**config.mk**
```make
export PLATFORM = sky130hd
export DESIGN_NAME = ahb_decoder_mux
export DESIGN_NICKNAME = d
export VERILOG_FILES = /design/src/rtl/ahb_pkg.sv /design/src/rtl/ahb_default_slave.sv /design/src/rtl/ahb_decoder_mux.sv
export SDC_FILE = /design/constraint.sdc
export NUM_CORES = 1
export LEC_CHECK = 0
export BUFFER_PORTS_ARGS = -buffer_cell sky130_fd_sc_hd__buf_2
export CORE_AREA = 2 2 72 74
export CTS_BUF_LIST = sky130_fd_sc_hd__clkbuf_4 sky130_fd_sc_hd__clkbuf_8 sky130_fd_sc_hd__clkbuf_16
export CTS_CLUSTER_SIZE = 20
export DETAILED_ROUTE_END_ITERATION = 16
export DIE_AREA = 0 0 74 76
export HOLD_SLACK_MARGIN = 0.05
export MAX_ROUTING_LAYER = met4
export PLACE_DENSITY_LB_ADDON = 0.1
export SYNTH_ARGS = -nofsm -noshare
export SYNTH_HDL_FRONTEND = slang
export SYNTH_HIERARCHICAL = 1
export SYNTH_SLANG_ARGS = --single-unit
```
**constraint.sdc**
```tcl
create_clock -name HCLK -period 2.1 [get_ports HCLK]
set_input_delay 0.21 -clock HCLK [delete_from_list [all_inputs] [get_ports HCLK]]
set_output_delay 0.21 -clock HCLK [all_outputs]
set_load 0.01 [all_outputs]
```
**src/rtl/ahb_pkg.sv**
```systemverilog
// AHB-Lite shared definitions: transfer/response encodings, default-slave
// state type and small address helpers used by the decoder/mux.
package ahb_pkg;

    localparam logic [1:0] HTRANS_IDLE   = 2'b00;
    localparam logic [1:0] HTRANS_BUSY   = 2'b01;
    localparam logic [1:0] HTRANS_NONSEQ = 2'b10;
    localparam logic [1:0] HTRANS_SEQ    = 2'b11;

    localparam logic [1:0] HRESP_OKAY  = 2'b00;
    localparam logic [1:0] HRESP_ERROR = 2'b01;
    localparam logic [1:0] HRESP_RETRY = 2'b10;
    localparam logic [1:0] HRESP_SPLIT = 2'b11;

    // Widest address the region helper handles; narrower buses zero-extend.
    localparam int MAX_AW = 64;

    // Default-slave states: idle/OKAY, first (stalled) and second ERROR cycle.
    typedef enum logic [1:0] {
        DS_OK   = 2'd0,
        DS_ERR1 = 2'd1,
        DS_ERR2 = 2'd2
    } ds_state_t;

    // Ceiling log2, for sizing indices from counts.
    function automatic int clog2(input int value);
        int r;
        r = 0;
        while ((1 << r) < value) begin
            r = r + 1;
        end
        return r;
    endfunction

    // Address falls in a power-of-two region whose base is aligned to its size.
    function automatic logic region_hit(input logic [MAX_AW-1:0] addr,
                                       input logic [MAX_AW-1:0] base,
                                       input logic [MAX_AW-1:0] size);
        return ((addr & ~(size - MAX_AW'(1))) == base);
    endfunction

endpackage

```
**src/rtl/ahb_default_slave.sv**
```systemverilog
// Default slave: answers unmapped transfers with the two-cycle AHB ERROR
// response and keeps a saturating count of how many it has issued.
module ahb_default_slave
    import ahb_pkg::*;
#(
    parameter int ERR_CNT_W = 8
) (
    input  logic                 HCLK,
    input  logic                 HRESET,
    input  logic                 hready,
    input  logic                 dflt,
    output logic                 ds_hready,
    output logic [1:0]           ds_hresp,
    output logic [ERR_CNT_W-1:0] err_cnt,
    output ds_state_t            ds_state
);

    // An unmapped address phase is accepted either from idle (when the bus
    // is ready) or straight out of the second ERROR cycle, which is always ready.
    logic enter_err1;
    assign enter_err1 = ((ds_state == DS_OK)   & hready & dflt) |
                        ((ds_state == DS_ERR2) & dflt);

    // State, registered response outputs and the saturating error counter.
    always_ff @(posedge HCLK or posedge HRESET) begin
        if (HRESET) begin
            ds_state  <= DS_OK;
            ds_hready <= 1'b1;
            ds_hresp  <= HRESP_OKAY;
            err_cnt   <= '0;
        end else begin
            if (enter_err1 && (err_cnt != '1)) begin
                err_cnt <= err_cnt + ERR_CNT_W'(1);
            end
            case (ds_state)
                DS_OK: begin
                    if (enter_err1) begin
                        ds_state  <= DS_ERR1;
                        ds_hready <= 1'b0;
                        ds_hresp  <= HRESP_ERROR;
                    end
                end
                DS_ERR1: begin
                    ds_state  <= DS_ERR2;
                    ds_hready <= 1'b1;
                    ds_hresp  <= HRESP_ERROR;
                end
                DS_ERR2: begin
                    if (enter_err1) begin
                        ds_state  <= DS_ERR1;
                        ds_hready <= 1'b0;
                        ds_hresp  <= HRESP_ERROR;
                    end else begin
                        ds_state  <= DS_OK;
                        ds_hready <= 1'b1;
                        ds_hresp  <= HRESP_OKAY;
                    end
                end
                default: begin
                    ds_state  <= DS_OK;
                    ds_hready <= 1'b1;
                    ds_hresp  <= HRESP_OKAY;
                end
            endcase
        end
    end

endmodule

```
**src/rtl/ahb_decoder_mux.sv**
```systemverilog
// AHB address decoder and response multiplexer for one master and NUM_SLV
// slaves, with a built-in default slave for unmapped addresses.
//
// Handshake: an address phase (HADDR/HTRANS) is accepted on a rising HCLK
// edge only when HREADY=1; its data phase completes on the first later edge
// where HREADY=1. While HREADY=0 the master must not expect a new address
// to be sampled, and the data-phase select register holds.
module ahb_decoder_mux
    import ahb_pkg::*;
#(
    parameter int NUM_SLV    = 3,
    parameter int ADDR_WIDTH = 32,
    parameter int DATA_WIDTH = 32,
    parameter logic [NUM_SLV*ADDR_WIDTH-1:0] SLV_BASE = {32'h2000, 32'h1000, 32'h0},
    parameter logic [NUM_SLV*ADDR_WIDTH-1:0] SLV_SIZE = {3{32'h1000}},
    parameter int ERR_CNT_W  = 8
) (
    input  logic                            HCLK,
    input  logic                            HRESET,
    input  logic [ADDR_WIDTH-1:0]           HADDR,
    input  logic [1:0]                      HTRANS,
    output logic [NUM_SLV-1:0]              HSELx,
    input  logic [NUM_SLV*DATA_WIDTH-1:0]   S_HRDATA,
    input  logic [NUM_SLV*2-1:0]            S_HRESP,
    input  logic [NUM_SLV-1:0]              S_HREADYOUT,
    output logic [DATA_WIDTH-1:0]           HRDATA,
    output logic [1:0]                      HRESP,
    output logic                            HREADY,
    output logic [ERR_CNT_W-1:0]            ERR_CNT
);

    logic [NUM_SLV-1:0]    hit;
    logic [NUM_SLV-1:0]    hit_prio;
    logic                  dflt;
    logic [NUM_SLV:0]      sel_a;
    logic [NUM_SLV:0]      sel_d;
    logic [DATA_WIDTH-1:0] rdata_mux;
    logic [1:0]            resp_mux;
    logic                  ready_mux;
    logic                  ds_hready;
    logic [1:0]            ds_hresp;
    ds_state_t             ds_state;

    // Region decode; on overlap the lowest slave index keeps the hit.
    always_comb begin
        logic found;
        found    = 1'b0;
        hit      = '0;
        hit_prio = '0;
        for (int i = 0; i < NUM_SLV; i++) begin
            hit[i] = region_hit(MAX_AW'(HADDR),
                                MAX_AW'(SLV_BASE[i*ADDR_WIDTH +: ADDR_WIDTH]),
                                MAX_AW'(SLV_SIZE[i*ADDR_WIDTH +: ADDR_WIDTH]));
            hit_prio[i] = hit[i] & ~found;
            found       = found | hit[i];
        end
    end

    // Only NONSEQ/SEQ select anything; IDLE and BUSY fall to the default bit
    // without raising an error.
    assign HSELx = hit_prio & {NUM_SLV{HTRANS[1]}};
    assign dflt  = ~|hit_prio & HTRANS[1];
    assign sel_a = {~|HSELx, HSELx};

    // Data-phase select follows the accepted address phase and holds on stalls.
    always_ff @(posedge HCLK or posedge HRESET) begin
        if (HRESET) begin
            sel_d <= {1'b1, {NUM_SLV{1'b0}}};
        end else if (HREADY) begin
            sel_d <= sel_a;
        end
    end

    // One-hot AND-OR mux of the mapped slaves' responses.
    always_comb begin
        rdata_mux = '0;
        resp_mux  = '0;
        ready_mux = 1'b0;
        for (int i = 0; i < NUM_SLV; i++) begin
            if (sel_d[i]) begin
                rdata_mux = rdata_mux | S_HRDATA[i*DATA_WIDTH +: DATA_WIDTH];
                resp_mux  = resp_mux  | S_HRESP[i*2 +: 2];
                ready_mux = ready_mux | S_HREADYOUT[i];
            end
        end
    end

    assign HRDATA = sel_d[NUM_SLV] ? '0        : rdata_mux;
    assign HRESP  = sel_d[NUM_SLV] ? ds_hresp  : resp_mux;
    assign HREADY = sel_d[NUM_SLV] ? ds_hready : ready_mux;

    ahb_default_slave #(
        .ERR_CNT_W (ERR_CNT_W)
    ) u_default_slave (
        .HCLK      (HCLK),
        .HRESET    (HRESET),
        .hready    (HREADY),
        .dflt      (dflt),
        .ds_hready (ds_hready),
        .ds_hresp  (ds_hresp),
        .err_cnt   (ERR_CNT),
        .ds_state  (ds_state)
    );

    // The first ERROR cycle is always a stall seen by the master.
    err1_stalls: assert property (@(posedge HCLK) disable iff (HRESET)
        (ds_state == DS_ERR1) |-> !HREADY);

endmodule

```
* Word-level counts from Yosys, hierarchy flattened *
Index checks and enable logic that the tools add are counted.

storage, ports and cells
  register bits = 17
  latch bits = 0
  bits in writable memories = 0
  ROM bits = 0
  input port bits = 141
  output and inout port bits = 46
  logic and storage cells = 55
  memories kept = 0

cells by class
  add/sub/neg operators = 1
  multiply operators = 0
  div/mod/pow operators = 0
  magnitude comparators = 0
  equal/unequal tests = 6
  shifts and indexed selects = 0
  multiplexer cells = 19
  bitwise operators = 17
  reduce and logical (&&, ||, !) cells = 7

operators with widths
  operator                                                number
  two-way mux 32 bit                                      4
  zero test 64 bit                                        1
  bitwise OR 32 bit                                       2
  equality test 20 x 1 -> 1 bit (second input constant)   1
  equality test 20 x 2 -> 1 bit (second input constant)   1
  one-hot mux 2 bit (3 select lines)                      2
  two-way mux 2 bit                                       5
  adder 8 x 1 -> 8 bit (second input constant)            1
  inequality test 8 bit (second input constant)           1
  two-way mux 1 bit                                       7
  bitwise AND 1 bit                                       6
  OR reduction 3 bit                                      2
  bitwise OR 1 bit                                        4
  bitwise OR 2 bit                                        2
  bitwise AND 3 bit                                       1
  equality test 2 x 1 -> 1 bit (second input constant)    1
  equality test 2 bit (second input constant)             1
  zero test 1 bit                                         2
  zero test 2 bit                                         1
  inequality test 2 x 1 -> 1 bit (second input constant)  1
  NOT 1 bit                                               2
  one-hot mux 1 bit (2 select lines)                      1
  logical AND 1 bit                                       1

* Longest topological paths before layout *
Gate-level depths: netlist of the first run.

  depth in word-level cells = 11
  depth in mapped cells = 8
  gate-level depth less buffers = 7

* Cells and area by module *
Netlist of the first run, hierarchy kept.

modules (own cells, without submodules)
  module             instances  cells an instance  area each (µm²)  sequential area each (µm²)
  ahb_decoder_mux    1          120                862.1            101.3
  ahb_default_slave  1          49                 571.8            301.5

* Worst setup path before layout of the first run *
No wires, ideal clock.

  kind = register -> register
  start point = register sel_d[3]
  end point = register u_default_slave.err_cnt[6]
  library setup time = 0.127 ns
  data arrival time = 1.768 ns
  required time = 1.973 ns
  path slack = 0.205 ns
  cell stages (with the launch flop) = 9
  path buffers = 1
  clock period less this slack = 1.895 ns
  cell sequence = dfstp_2 buf_2 a21o_1 o21ai_4 inv_2 o21ai_2 or4_4 nor2_1 mux2i_1

between the ends
  longest elaborated chain between the ends = 5

ends and longest elaborated chain
  what                            line                     RTL
  start, declared                 ahb_decoder_mux.sv:36    logic [NUM_SLV:0] sel_d;
  start signal, assigned          ahb_decoder_mux.sv:68    sel_d <= {1'b1, {NUM_SLV{1'b0}}};
  start signal, assigned          ahb_decoder_mux.sv:70    sel_d <= sel_a;
  two-way mux 1 bit               ahb_decoder_mux.sv:90    assign HREADY = sel_d[NUM_SLV] ? ds_hready : ready_mux;
  via HREADY                      ahb_decoder_mux.sv:28    output logic HREADY,
  bitwise AND 1 bit (2 in a row)  ahb_default_slave.sv:21  assign enter_err1 = ((ds_state == DS_OK) & hready & dflt) |
  bitwise OR 1 bit                ahb_default_slave.sv:21
  logical AND 1 bit               ahb_default_slave.sv:32  if (enter_err1 && (err_cnt != '1)) begin
  end signal, assigned            ahb_default_slave.sv:33  err_cnt <= err_cnt + ERR_CNT_W'(1);
  end, declared                   ahb_default_slave.sv:14  output logic [ERR_CNT_W-1:0] err_cnt,

The timed path passes the listed nets, and every way through them passes these cells.
A chain may end at the register's enable or synchronous reset.

* Final worst setup path of the first run *
  start point = register sel_d[0]
  end point = register u_default_slave.err_cnt[1]

between the ends
  longest elaborated chain between the ends = 10

ends and longest elaborated chain
  what                              line                     RTL
  two-way mux 1 bit *               ahb_decoder_mux.sv:80    if (sel_d[i]) begin
  bitwise OR 1 bit                  ahb_decoder_mux.sv:83    ready_mux = ready_mux | S_HREADYOUT[i];
  two-way mux 1 bit *               ahb_decoder_mux.sv:80
  bitwise OR 1 bit                  ahb_decoder_mux.sv:83
  two-way mux 1 bit *               ahb_decoder_mux.sv:80
  two-way mux 1 bit *               ahb_decoder_mux.sv:90
  bitwise AND 1 bit * (2 in a row)  ahb_default_slave.sv:21
  bitwise OR 1 bit *                ahb_default_slave.sv:21
  logical AND 1 bit *               ahb_default_slave.sv:32

Every way passes the cells marked *; elsewhere a longest branch is shown, timed or not.

==> out/qor.yml, run 1 <==
fin_total_pwr_uw: 694.5
post_dp_cell_area_mm2: 0.002323
drc: 0
yosys-top-cells-area: "dfrtp_1 24%, a222oi_1 24%, nor2_1 9.7%"
critPathLaunchType: "flop"
grt_max_degree: 36
p_leak_uw: 0.001265
die_x_um: 74
drive_gt1_share_pct: 58.43
power_frac_clock_pct: 36.5
post_cts_buffers: 0
final_cell_area_mm2: 0.002382
max_clock_freq_mhz: 533.2
slew_violations: 0
cts_buffer_depth: 2
syn_nets: 311
power.internal_uw: 543.7
grt_pass1_wl_um: 8542
seq_area_frac_synth_pct: 28.10
min_period_over_period_pct: 89.31
maxCapViolations: 0
core_mm2: 0.004912
hold_ws_ps: 183.5
routed_wl_um: 5618
layout_common_cells: "173 x buf_2, 37 x nor2_1, 34 x a222oi_1"
grt_pass1_vias: 1974
firstDrtPassIters: 6
dieHeight_um: 76
power_switching_uw: 150.7
crit_type: "reg2reg"
critPathMaxFanout: 6
initial_utilization_pct: 29.19
setup-violations-final: 0
yosysUniqueCellTypes: 39
swShare_pct: 21.71
fillers: 506
synth_ff_type: "dfrtp_1"
synth_top_area_share_pct: 24.43
cts_tree: "built"
drtIter0Drc: 173
vias_per_cell: 5.174
root_buffer: "clkbuf_8"
dp_hpwl_um: 4350
gp_congestion: 0.7210
clk_pin_slew_ps: 60
clock_latency_ps: 250
io_buffers: 173
setup_tns_ps: 0
postSynth.asyncResetShare_pct: 100.0
route.antenna.remaining_nets: 0
nets: 475
cp.required_ps: 2240
ys_ff_latch: 16
die_area_mm2: 0.005624
ctsResizeCount: 0
cp-end-kind: "flop"
skew_ps: 6.232
antenna_found_initial: 0
period_minus_slack_ps: 1876
synthesis.area_mm2: 0.001434
areaGrowthSynthToFinish_pct: 66.14
placement_rows: 26
synth_cells: 169
diodes: 0
arrival_ps: 2020
post_drt_wl_per_cell_um: 13.98
cts-buffers-inserted: 3
clock_sinks: 16
status: "finished clean"
irDropWorstVdd_uv: 274.0
hold_violations: 0
synth.largest_area_cell: "dfrtp_1"
layout_commonest_cell: "buf_2"
power_density_mw_per_mm2: 291.5
via_count: 2080
seq_power_share_pct: 44.4
ctsHtreeMaxLevel: 1
comb_power_share_pct: 19.1
syn_avg_cell_area_um2: 8.484
grt_use_total_pct: 19.27
overflow: 0
rsz0062_at_grt: "false"
ios: 187
synth_edf_count: 0
hold_path_class: "in2reg"
yosysWarningCount: 6
## state kept, by name, indices dropped and copies added (netlist names)
register and flops:
u_default_slave/err_cnt 8, sel_d 4, u_default_slave/ds_state 2, u_default_slave/ds_hready 1
u_default_slave/ds_hresp 1
## layout make-up
class / count / area, um2 / share of cell area (%)
inverters: 7 / 26.28 / 1.103
multi-input cells: 126 / 903.4 / 37.92
well taps: 70 / 87.58 / 3.676
clock buffers: 4 / 48.80 / 2.048
repair buffers: 179 / 913.4 / 38.34
flip-flops and latches: 16 / 402.9 / 16.91
## worst max-delay path, stage by stage, from the launching register on
cell and delay [ps]:
dfrtp_1 380, a22o_1 240, o21ai_4 200, inv_2 80, o21ai_2 310, nor2_1 120, nand2_1 120, mux2_1 320
## Yosys cell counts (2+ instances only)
master    number
a222oi_1      34
and3_1         2
buf_2          3
buf_4          4
clkbuf_1      12
dfrtp_1       14
dfstp_2        2
inv_1          6
mux2_1         3
mux2i_1        4
nand2_1        9
nand2b_1       2
nand3_1        5
nor2_1        37
nor4_1         4
o21ai_0        2
o31ai_1        2
xnor2_1        3
## path summary, 6_finish.rpt
path,from,endpoint,slack [ps],depth (start not counted)
max,sel_d[0],u_default_slave/err_cnt[1],220,7
max reg2reg,sel_d[0],u_default_slave/err_cnt[1],220,7
min in group asynchronous,HRESET,sel_d[0],410,3
max in group asynchronous,HRESET,u_default_slave/ds_hready,1230,3
min reg2reg,u_default_slave/err_cnt[6],u_default_slave/err_cnt[6],510,1
min,HADDR[13],sel_d[0],180,2
## power groups by stage
stage                     sequential, uW  combinational (uW)  clock, uW
after floorplan                      314                13.4          0
after global placement               314                 128          0
after detailed placement             314                 132          0
after CTS                            308                 134        262
after global routing                 308                 148        269
final                                308                 133        253
## kinds of logic (layout without fill, tap and decap cells)
group / after synthesis / after routing / share of synthesized area (%)
AND/OR/NAND/NOR: 68 / 68 / 22.60
adder cells (fa/ha/maj): 1 / 1 / 0.8725
XOR/XNOR: 3 / 3 / 1.833
multiplexers: 8 / 8 / 6.195
other: 1 / 1 / 0.2615
flip-flops: 16 / 16 / 28.10
AO/OA/AOI/OAI: 45 / 45 / 31.24
buffers and inverters: 27 / 190 / 8.900
## timing repair
action,CTS,global route
hold endpoints to repair,14,0
endpoints found under the setup margin,0,0
hold buffers,1,0
## metrics by stage
stage	setup WS (ps)	util, %	std cells
2_1_floorplan	204.9	-	169
3_3_place_gp	149.2	47.30	397
3_5_place_dp	153.6	47.30	397
4_1_cts	218.8	48.50	402
5_1_grt	102.9	48.50	402
6_report	224.4	48.50	402
## per-layer routing
layer / up-vias / routed length [um] / track usage (%)
met3: 10 / 475 / 1.587
li1: 997 / - / -
met5: - / 0 / -
met1: 963 / 2091 / 19.65
met2: 110 / 2961 / 36.52
met4: 0 / 89 / 7.636
Power figures use the tool's default switching activity.
==> inputs of run 2 (changes only) <==
--- a/config.mk
+++ b/config.mk
@@ -5,12 +5,14 @@
 export SDC_FILE = /design/constraint.sdc
 export NUM_CORES = 1
 export LEC_CHECK = 0
+export ABC_AREA = 1
 export BUFFER_PORTS_ARGS = -buffer_cell sky130_fd_sc_hd__buf_2
-export CORE_AREA = 2 2 72 74
+export CORE_ASPECT_RATIO = 0.9
+export CORE_MARGIN = 5
+export CORE_UTILIZATION = 37
 export CTS_BUF_LIST = sky130_fd_sc_hd__clkbuf_4 sky130_fd_sc_hd__clkbuf_8 sky130_fd_sc_hd__clkbuf_16
 export CTS_CLUSTER_SIZE = 20
 export DETAILED_ROUTE_END_ITERATION = 16
-export DIE_AREA = 0 0 74 76
 export HOLD_SLACK_MARGIN = 0.05
 export MAX_ROUTING_LAYER = met4
 export PLACE_DENSITY_LB_ADDON = 0.1
==> constraint.sdc (replaced) <==
create_clock -name HCLK -period 2.1 [get_ports HCLK]
set_input_delay 0.315 -clock HCLK [delete_from_list [all_inputs] [get_ports HCLK]]
set_output_delay 0.315 -clock HCLK [all_outputs]
set_load 0.01 [all_outputs]
==> run 2 against run 1 <==
Fmax down 2.6%. Sequential power grew 74%. Utilization increased by 7.5 points. Via count rose by 29%. Flip-flop and latch count did not move. Area after synthesis up 36%. Clock-buffer cell count did not move. Clock skew down 3.6 ps.
==> out/qor.yml, run 2 <==
status: "finished clean"
synthesis.area_mm2: 0.001956  # +36%
relSlewSlack_pct: 66.36
synth_top_area_share_pct: 32.63  # +8.2 points
power.internal_uw: 1098  # +100%
seq_area_frac_synth_pct: 20.60  # -7.5 points
synth_mux_area_share_pct: 0  # -6.2 points
post_drt_wl_per_cell_um: 11.67  # -16%
synthAdderAreaFrac_pct: 0.6398  # -0.23 points
critPathMaxFanout: 29  # +23
synth_compound_area_share_pct: 5.054  # -26 points
synth_cells: 368  # +120%
dp_cells: 593  # +49%
diodes: 0  # unchanged
clock_latency_ps: 240  # about the same
slew_violations: 0  # unchanged
synth_ff_type: "dfrtp_1"
yosysUniqueCellTypes: 29  # -26%
postSynth.asyncResetShare_pct: 100.0  # unchanged
placement_rows: 25  # -3.8%
r2r_slack_ps: 450  # +230 ps
clk_pin_slew_ps: 70  # about the same
cts-buffers-inserted: 3  # unchanged
cp-end-kind: "primary output"
setup_tns_ps: 0  # unchanged
via_count: 2683  # +29%
ios: 187  # unchanged
min_period_over_period_pct: 91.70  # +2.4 points
yosys-top-cells-area: "nand2_1 33%, dfrtp_1 18%, nand3_1 12%"
synth-simple-area-share_pct: 55.92  # +33 points
arrival_ps: 1610  # -410 ps
crit_type: "reg2out"
hold_ws_ps: 376.0  # +192.5 ps
final_cell_count_no_fill: 598  # +49%
drtIter0Drc: 98  # -43%
swShare_pct: 48.38  # +27 points
io_buffers: 173  # unchanged
ys_ff_latch: 16  # unchanged
die_area_mm2: 0.006842  # +22%
power_density_mw_per_mm2: 732.0  # +150%
ctsResizeCount: 0  # unchanged
max_clock_freq_mhz: 519.3  # -2.6%
dieHeight_um: 78.97  # +3.9%
ctsHtreeMaxLevel: 1  # unchanged
critPathLaunchType: "flop"
worst_pin_slew_ps: 504.0
initial_utilization_pct: 37.66  # +8.5 points
syn_avg_cell_area_um2: 5.314  # -37%
synth_edf_count: 0  # unchanged
grt_pass1_vias: 2470  # +25%
hold_path_class: "in2reg"
clock_sinks: 16  # unchanged
firstDrtPassIters: 4  # -2
gp_congestion: 0.9216  # +28%
power_switching_uw: 1029  # +580%
synth_top_family_by_area: "simple AND/OR/NAND/NOR gates"
core_mm2: 0.005192  # +5.7%
period_minus_slack_ps: 1926  # +50.06 ps
root_buffer: "clkbuf_8"
synthXorXnorAreaFrac_pct: 0.4479  # -1.4 points
irDropWorstVdd_uv: 740.8  # +170%
syn_nets: 510  # +64%
grt_pass1_wl_um: 11020  # +29%
cts_tree: "built"
post_cts_buffers: 0  # unchanged
vias_per_cell: 4.487  # -13%
nets: 674  # +42%
drc: 0  # unchanged
p_leak_uw: 0.001983  # +57%
cp.required_ps: 1780  # -460 ps
grt_use_total_pct: 19.86  # +0.59 points
seq_power_share_pct: 25.2  # -19 points
route.antenna.remaining_nets: 0  # unchanged
setup-violations-final: 0  # unchanged
synth_common_cells: "170 x nand2_1, 55 x inv_1, 45 x nand3_1, 25 x nor2_1, 14 x dfrtp_1"
yosysWarningCount: 6  # unchanged
hold_violations: 0  # unchanged
layout_common_cells: "173 x buf_2, 170 x nand2_1, 55 x inv_1"
overflow: 0  # unchanged
grt_max_degree: 36  # unchanged
skew_ps: 2.680  # -3.551 ps
synth.largest_area_cell: "nand2_1"
maxCapViolations: 0  # unchanged
antenna_found_initial: 0  # unchanged
areaGrowthSynthToFinish_pct: 48.56
layout_commonest_cell: "buf_2"
power_frac_clock_pct: 12.9  # -24 points
synth.most_common_cell: "nand2_1"
comb_power_share_pct: 62.0  # +43 points
largest_reg_flops: 8  # unchanged
top_regs: "u_default_slave/err_cnt (8), sel_d (4), u_default_slave/ds_state (2)"
drive_gt1_share_pct: 38.61  # -20 points
dp_hpwl_um: 5611  # +29%
cts_buffer_depth: 2  # unchanged
rsz0062_at_grt: "false"
routed_wl_um: 6979  # +24%
die_x_um: 86.64  # +17%
largest_register: "u_default_slave/err_cnt"
run 2: kinds of logic (layout without fill, tap and decap cells):
| group | after synthesis | count (layout) |
|---|---|---|
| AOI/OAI and AO/OA | 15 | 15 |
| xor gates and xnor gates | 1 | 1 |
| adders and majority gates | 1 | 1 |
| buffers and inverters | 79 | 242 |
| DFF | 16 | 16 |
| other | 1 | 1 |
| and+or+nand+nor | 255 | 255 |
run 2: layer usage:
| metal | vias to the layer above | share of wire (%) | global-route usage (%) |
|---|---|---|---|
| met1 | 1152 | 41 | 23.51 |
| met2 | 101 | 49 | 35.63 |
| met5 | - | 0 | - |
| met4 | 0 | 1.5 | 5.296 |
| li1 | 1422 | - | - |
| met3 | 8 | 9.0 | 2.178 |
run 2: timing repair:
| item | CTS | global route |
|---|---|---|
| endpoints found under the setup margin | 0 | 0 |
| hold buffers | 1 | 0 |
| hold endpoints to repair | 3 | 0 |
run 2: path summary, 6_finish.rpt:
check | start | endpoint | depth (start not counted)
worst max-delay path | sel_d[1] | HRDATA[13] | 6
worst min-delay path | HADDR[13] | sel_d[0] | 4
worst max register to register | sel_d[1] | u_default_slave/err_cnt[3] | 11
worst min register to register | u_default_slave/ds_state[1] | u_default_slave/ds_state[1] | 1
max in group asynchronous | HRESET | u_default_slave/ds_hready | 3
min in group asynchronous | HRESET | sel_d[0] | 3
run 2: worst max-delay path, cell delays in order, from the launching register on:
cell	delay, ps
dfrtp_1	520
buf_4	370
nand2_1	100
nand3_1	90
nand2_1	50
inv_1	90
buf_2	130
run 2: power groups by stage:
stage / clock network, uW / registers, uW / logic, uW
floorplan: 0 / 517 / 894
global placement: 0 / 541 / 1310
detailed placement: 0 / 541 / 1330
CTS: 276 / 538 / 1330
global route: 292 / 553 / 1500
finish: 274 / 535 / 1320
run 2: area by class of cell:
class | instances | area, um2
Fill cell | 553 | 2287
Tap cell | 67 | 83.83
Timing Repair Buffer | 178 | 918.4
Inverter | 60 | 227.7
Multi-Input combinational cell | 273 | 1217
Sequential cell | 16 | 402.9
Clock buffer | 4 | 55.05
run 2: stage by stage:
| step | instance area, um2 | worst slack (ps) | power (uW) | util, % |
|---|---|---|---|---|
| 2_1_floorplan | 1956 | 640.9 | 1411 | - |
| 3_3_place_gp | 2840 | 457.9 | 1848 | 54.70 |
| 3_5_place_dp | 2840 | 436.3 | 1866 | 54.70 |
| 4_1_cts | 2905 | 164.9 | 2147 | 55.95 |
| 5_1_grt | 2905 | 36.86 | 2348 | 55.95 |
| 6_report | 2905 | 174.4 | 2127 | 55.95 |
